$ cat config.mk
export PLATFORM = sky130hd
export DESIGN_NAME = gpio_led_arbiter
export DESIGN_NICKNAME = d
export VERILOG_FILES = /design/src/rtl/gpio_led_arbiter.sv
export SDC_FILE = /design/constraint.sdc
export NUM_CORES = 1
export LEC_CHECK = 0
export CORE_MARGIN = 10
export CORE_UTILIZATION = 41
export CTS_CLUSTER_DIAMETER = 200
export DETAILED_ROUTE_END_ITERATION = 6
export PLACE_DENSITY_LB_ADDON = 0.1
export SLEW_MARGIN = 20
export SYNTH_ARGS = -nofsm -noshare
export SYNTH_HDL_FRONTEND = slang
export SYNTH_SLANG_ARGS = --single-unit
export TNS_END_PERCENT = 1
$ cat constraint.sdc
create_clock -name clk -period 1.9 [get_ports clk]
set_input_delay 0.38 -clock clk [delete_from_list [all_inputs] [get_ports clk]]
set_output_delay 0.38 -clock clk [all_outputs]
set_load 0.03 [all_outputs]
$ cat src/rtl/gpio_led_arbiter.sv
// gpio_led_arbiter: round-robin arbiter between a CPU and an auxiliary LED
// writer. It latches the granted pattern and hands it to a parallel-to-serial
// LED shifter with a start/done handshake and a WAIT timeout.
// Optional feature macro: LED_ARB_SKIP_DUP_EN (grant a pattern that equals the
// last completed transfer without restarting the shifter).
module gpio_led_arbiter #(
    parameter int unsigned DATA_BITS = 16,
    parameter int unsigned TIMEOUT   = 255
) (
    input  logic                 clk,
    input  logic                 rst,
    input  logic                 req_cpu,
    input  logic [DATA_BITS-1:0] data_cpu,
    input  logic                 req_aux,
    input  logic [DATA_BITS-1:0] data_aux,
    output logic                 gnt_cpu,
    output logic                 gnt_aux,
    output logic                 p2s_start,
    output logic [DATA_BITS-1:0] p2s_data,
    input  logic                 p2s_done,
    output logic                 busy,
    output logic                 timeout_err
);

    // The counter only needs to reach TIMEOUT-1: the abort fires on the edge
    // where it would step to TIMEOUT.
    localparam int unsigned CNT_W = (TIMEOUT > 1) ? $clog2(TIMEOUT) : 1;

    typedef enum logic [1:0] {
        S_IDLE  = 2'd0,
        S_START = 2'd1,
        S_WAIT  = 2'd2
    } state_t;

    state_t                 state_q, state_d;
    logic                   gnt_cpu_q, gnt_cpu_d;
    logic                   gnt_aux_q, gnt_aux_d;
    logic                   start_q, start_d;
    logic [DATA_BITS-1:0]   data_q, data_d;
    logic                   busy_q, busy_d;
    logic                   terr_q, terr_d;
    logic [CNT_W-1:0]       cnt_q, cnt_d;
    logic                   last_aux_q, last_aux_d;

    logic                   any_req_c;
    logic                   pick_cpu_c;
    logic [DATA_BITS-1:0]   pick_data_c;
    logic                   timeout_hit_c;
    logic                   skip_c;

    // Requester selection: a tie goes to whoever was not granted last.
    always_comb begin
        any_req_c     = req_cpu | req_aux;
        pick_cpu_c    = req_cpu & (~req_aux | last_aux_q);
        pick_data_c   = pick_cpu_c ? data_cpu : data_aux;
        timeout_hit_c = (cnt_q == CNT_W'(TIMEOUT - 1));
    end

`ifdef LED_ARB_SKIP_DUP_EN
    logic [DATA_BITS-1:0]   last_done_q, last_done_d;
    logic                   have_done_q, have_done_d;

    // A grant repeating the last completed pattern does not restart the shifter.
    always_comb begin
        skip_c      = have_done_q & (pick_data_c == last_done_q);
        last_done_d = last_done_q;
        have_done_d = have_done_q;
        if ((state_q == S_WAIT) && p2s_done) begin
            last_done_d = data_q;
            have_done_d = 1'b1;
        end
    end

    // Record of the last successfully shifted pattern.
    always_ff @(posedge clk) begin
        if (rst) begin
            last_done_q <= '0;
            have_done_q <= 1'b0;
        end else begin
            last_done_q <= last_done_d;
            have_done_q <= have_done_d;
        end
    end
`else
    // Every grant starts a transfer.
    always_comb begin
        skip_c = 1'b0;
    end
`endif

    // State register.
    always_ff @(posedge clk) begin
        if (rst) begin
            state_q <= S_IDLE;
        end else begin
            state_q <= state_d;
        end
    end

    // Next-state logic.
    always_comb begin
        state_d = state_q;
        case (state_q)
            S_IDLE:  if (any_req_c && !skip_c) state_d = S_START;
            S_START: state_d = S_WAIT;
            S_WAIT:  if (p2s_done || timeout_hit_c) state_d = S_IDLE;
            default: state_d = S_IDLE;
        endcase
    end

    // Output and datapath next values; done beats a coincident timeout.
    always_comb begin
        gnt_cpu_d  = 1'b0;
        gnt_aux_d  = 1'b0;
        start_d    = 1'b0;
        data_d     = data_q;
        terr_d     = terr_q;
        cnt_d      = cnt_q;
        last_aux_d = last_aux_q;
        busy_d     = (state_d != S_IDLE);
        case (state_q)
            S_IDLE: begin
                if (any_req_c) begin
                    gnt_cpu_d  = pick_cpu_c;
                    gnt_aux_d  = ~pick_cpu_c;
                    data_d     = pick_data_c;
                    terr_d     = 1'b0;
                    last_aux_d = ~pick_cpu_c;
                end
            end
            S_START: begin
                start_d = 1'b1;
                cnt_d   = '0;
            end
            S_WAIT: begin
                cnt_d = cnt_q + CNT_W'(1);
                if (!p2s_done && timeout_hit_c) terr_d = 1'b1;
            end
            default: ;
        endcase
    end

    // Registered outputs and datapath; last-granted resets to aux so CPU wins the first tie.
    always_ff @(posedge clk) begin
        if (rst) begin
            gnt_cpu_q  <= 1'b0;
            gnt_aux_q  <= 1'b0;
            start_q    <= 1'b0;
            data_q     <= '0;
            busy_q     <= 1'b0;
            terr_q     <= 1'b0;
            cnt_q      <= '0;
            last_aux_q <= 1'b1;
        end else begin
            gnt_cpu_q  <= gnt_cpu_d;
            gnt_aux_q  <= gnt_aux_d;
            start_q    <= start_d;
            data_q     <= data_d;
            busy_q     <= busy_d;
            terr_q     <= terr_d;
            cnt_q      <= cnt_d;
            last_aux_q <= last_aux_d;
        end
    end

    assign gnt_cpu     = gnt_cpu_q;
    assign gnt_aux     = gnt_aux_q;
    assign p2s_start   = start_q;
    assign p2s_data    = data_q;
    assign busy        = busy_q;
    assign timeout_err = terr_q;

endmodule

==> flow_metrics.py <==
metrics = {
    "drt": {
        "dr.first_iter.drc_count": 77,
        "via_count": 1322,
        "drc_errors": 0,
        "wire_per_inst_um": 14.9,
        "wl_mm": 3.89,
        "first_pass_iters": 4,
        "viasPerCell": 5.07,
        "ant_nets": 0,
    },
    "grt": {
        "grt-ovfl-total": 0,
        "grt_max_degree": 19,
        "grt_pass1_wl_mm": 6.41,
        "antenna_found_initial": 0,
        "grtUsageTotal": 0.133,
        "grt_pass1_vias": 1296,
    },
    "min_path": {
        "hold_depth": 2,
        "worstHoldStart": "p2s_data[6]$_SDFFE_PP0P_",
        "hp-class": "flip-flop to flip-flop",
        "holdPathEnd": "p2s_data[6]$_SDFFE_PP0P_",
    },
    "timing": {
        "max_freq_ghz": 0.565,
        "drv_slew": 0,
        "period_share": 0.931,
        "tightest_slew_ns": 0.431,
        "final-hold-violation-count": 0,
        "timing.slew.headroom": 0.712,
        "rsz0062_at_grt": "false",
        "period_needed_ns": 1.77,
        "finalSetupViolations": 0,
        "clock_skew_ns": 0.00174,
        "tns_ns": 0,
    },
    "critical_path": {
        "setup.worst_path.class": "flip-flop to output pin",
        "critPathLaunch": "p2s_data[9]$_SDFFE_PP0P_",
        "cp_top_family": "buffers and inverters",
        "worst-path-buf-inv": 1,
        "slowest_delay_ns": 0.70,
        "r2r-start": "state_q[1]$_SDFF_PP0_",
        "ff2ff_path_depth": 5,
        "critical_path.slowest_cell": "clkdlybuf4s50_1",
        "cp.depth": 1,
        "worst_r2r_endpoint": "cnt_q[7]$_SDFFE_PP0P_",
        "cp_max_fo": 2,
        "crit_arrival_ns": 1.39,
        "critPathLaunchType": "flip-flop",
        "rrSetupSlack_ns": 0.29,
        "endpoint_kind": "output pin",
        "required_ns": 1.52,
        "critical_path.cell_chain": "clkdlybuf4s50_1",
    },
    "clocking": {
        "htree_levels": 2,
        "cts.sinks": 32,
        "clk_pin_slew_ns": 0.09,
        "ctsResizeCount": 1,
        "cts-root-buf": "clkbuf_4",
        "cts_tree": "built",
        "cts_buffer_depth": 2,
        "hold_buffers": 0,
        "cts_buffers": 5,
        "clk_latency_ns": 0.34,
        "cts_setup_buffers": 0,
    },
    "pwr": {
        "p_leak_nw": 0.847,
        "peakVddDrop_mv": 0.472,
        "power_mw": 2.06,
        "power_density_mw_per_mm2": 989,
    },
    "floorplanning": {
        "die_area_sq_mm": 0.00591,
        "die-width_um": 76.9,
        "ios": 58,
        "num_rows": 20,
        "start_util": 0.431,
        "core-area_sq_mm": 0.00308,
        "die_y_um": 76.9,
    },
    "logic_synthesis": {
        "synth_top_family_by_area": "simple AND/OR/NAND/NOR gates",
        "synth_fp_nets": 190,
        "ys_types": 29,
        "ys_top_cells_by_area": "dfxtp_1 48%, nand2_1 9.9%, a22oi_1 9.1%",
        "seq_area_frac_synth": 0.483,
        "syn_area_per_cell_sq_um": 9.02,
        "synth_compound_area_frac": 0.184,
        "synth-adder-area-share": 0.0566,
        "synth_top_area_frac": 0.483,
        "synthCells": 147,
        "synth-xor-area-share": 0.0264,
        "yosys.area.top_type": "dfxtp_1",
        "synth-simple-area-share": 0.203,
        "synth_warnings": 0,
        "netlist_area_sq_mm": 0.00133,
        "synth_mux_area_frac": 0,
        "ys_ff_latch": 32,
    },
    "finish": {
        "drive_gt1_frac": 0.101,
        "syn2layout_area_growth_pct": 57.2,
        "insertedDiodeCount": 0,
        "stdcell_area_sq_mm": 0.00208,
        "num-nets-final": 259,
    },
    "placed_design": {
        "dpl-instance-area_sq_mm": 0.00202,
        "dp_hpwl_mm": 2.97,
        "gp_congestion": 0.803,
        "portBuffers": 57,
    },
    "run": {
        "max_cap_viol_count": 0,
    },
    "status": {
        "status": "completed",
    },
}
==> sequential cells by signal (all words and copies together) (netlist names) <==
name,count
last_aux_q,1
busy,1
gnt_cpu,1
state_q,2
cnt_q,8
p2s_data,16
gnt_aux,1
timeout_err,1
p2s_start,1
==> worst reg2reg max path, stage by stage, from the launching register on <==
cell and delay [ns]:
dfxtp_1 0.34, inv_1 0.07, ha_1 0.37, nand4_1 0.23, or3_1 0.38, a21oi_1 0.16
==> stage by stage <==
step | utilization | hold WS (ns) | setup slack, ns | std cells
floorplan | - | 0.459 | 0.379 | 147
global placement | 0.655 | 0.457 | -0.385 | 253
detailed placement | 0.655 | 0.460 | -0.461 | 253
CTS | 0.676 | 0.486 | 0.102 | 261
global route | 0.677 | 0.504 | 0.0815 | 261
finish | 0.677 | 0.480 | 0.131 | 261
==> cells in the final DEF, fill, tap and decap left out, types with 5 or more instances in the layout <==
cell type | synthesis | layout
a22oi_1 | 16 | 16
buf_4 | 2 | 8
clkbuf_4 | 0 | 5
clkdlybuf4s50_1 | 0 | 57
dfxtp_1 | 32 | 32
ha_1 | 6 | 6
inv_1 | 6 | 6
nand2_1 | 35 | 35
nor2_1 | 10 | 9
==> cell families (layout without fill, tap and decap cells) <==
kind of cell             count (synthesis)  in the layout
XOR/XNOR                                 4              4
flip-flops                              32             32
AO/OA/AOI/OAI                           32             32
AND/OR/NAND/NOR                         61             61
buffers and inverters                   12             82
adder cells (fa/ha/maj)                  6              6
==> final cells by class <==
type / count / area, sq um
Tap cell: 44 / 55.1
Sequential cell: 32 / 641
Clock inverter: 2 / 10.0
Clock buffer: 6 / 51.3
Fill cell: 258 / 993
Multi-Input combinational cell: 103 / 631
Inverter: 7 / 26.3
Timing Repair Buffer: 67 / 671
==> how the worst max path moves through the flow <==
stage / end / slack (ns)
floorplan: p2s_data[10]$_SDFFE_PP0P_ / 0.38
global placement: timeout_err$_SDFFE_PP0P_ / -0.38
detailed placement: timeout_err$_SDFFE_PP0P_ / -0.46
CTS: p2s_data[9] / 0.10
global route: p2s_data[13] / 0.08
finish: p2s_data[9] / 0.13
==> synth_stat cells <==
master     count
o311ai_0       1
inv_2          1
o22ai_1        1
nor4bb_1       1
o21a_1         1
xor2_1         4
or3_1          2
nand3_1        1
a22oi_1       16
buf_2          2
nor4_1         1
o21ai_0        4
nor2_1        10
inv_1          6
nor3_1         2
o31ai_1        2
ha_1           6
o2111a_1       1
a21oi_1        4
a2111oi_4      1
o211ai_1       1
and3_1         1
dfxtp_1       32
buf_4          2
or2_2          1
nand2_1       35
buf_6          1
nor2b_1        3
nand4_1        4
==> power by group <==
part | switching [mW] | internal, mW
Combinational | 0.445 | 0.383
Sequential | 0.0513 | 0.775
Clock | 0.232 | 0.176
Total | 0.728 | 1.33
==> per-layer routing <==
layer  routed length (um)  track usage  share of wire  up-vias
li1                     -            -              -      651
met1                 1620        0.148           0.42      617
met2                 1850        0.212           0.48       48
met3                  366       0.0688          0.094        6
met4                   57       0.0446          0.015        0
met5                    0            0              0        -
(Power assumes the default switching activity.)
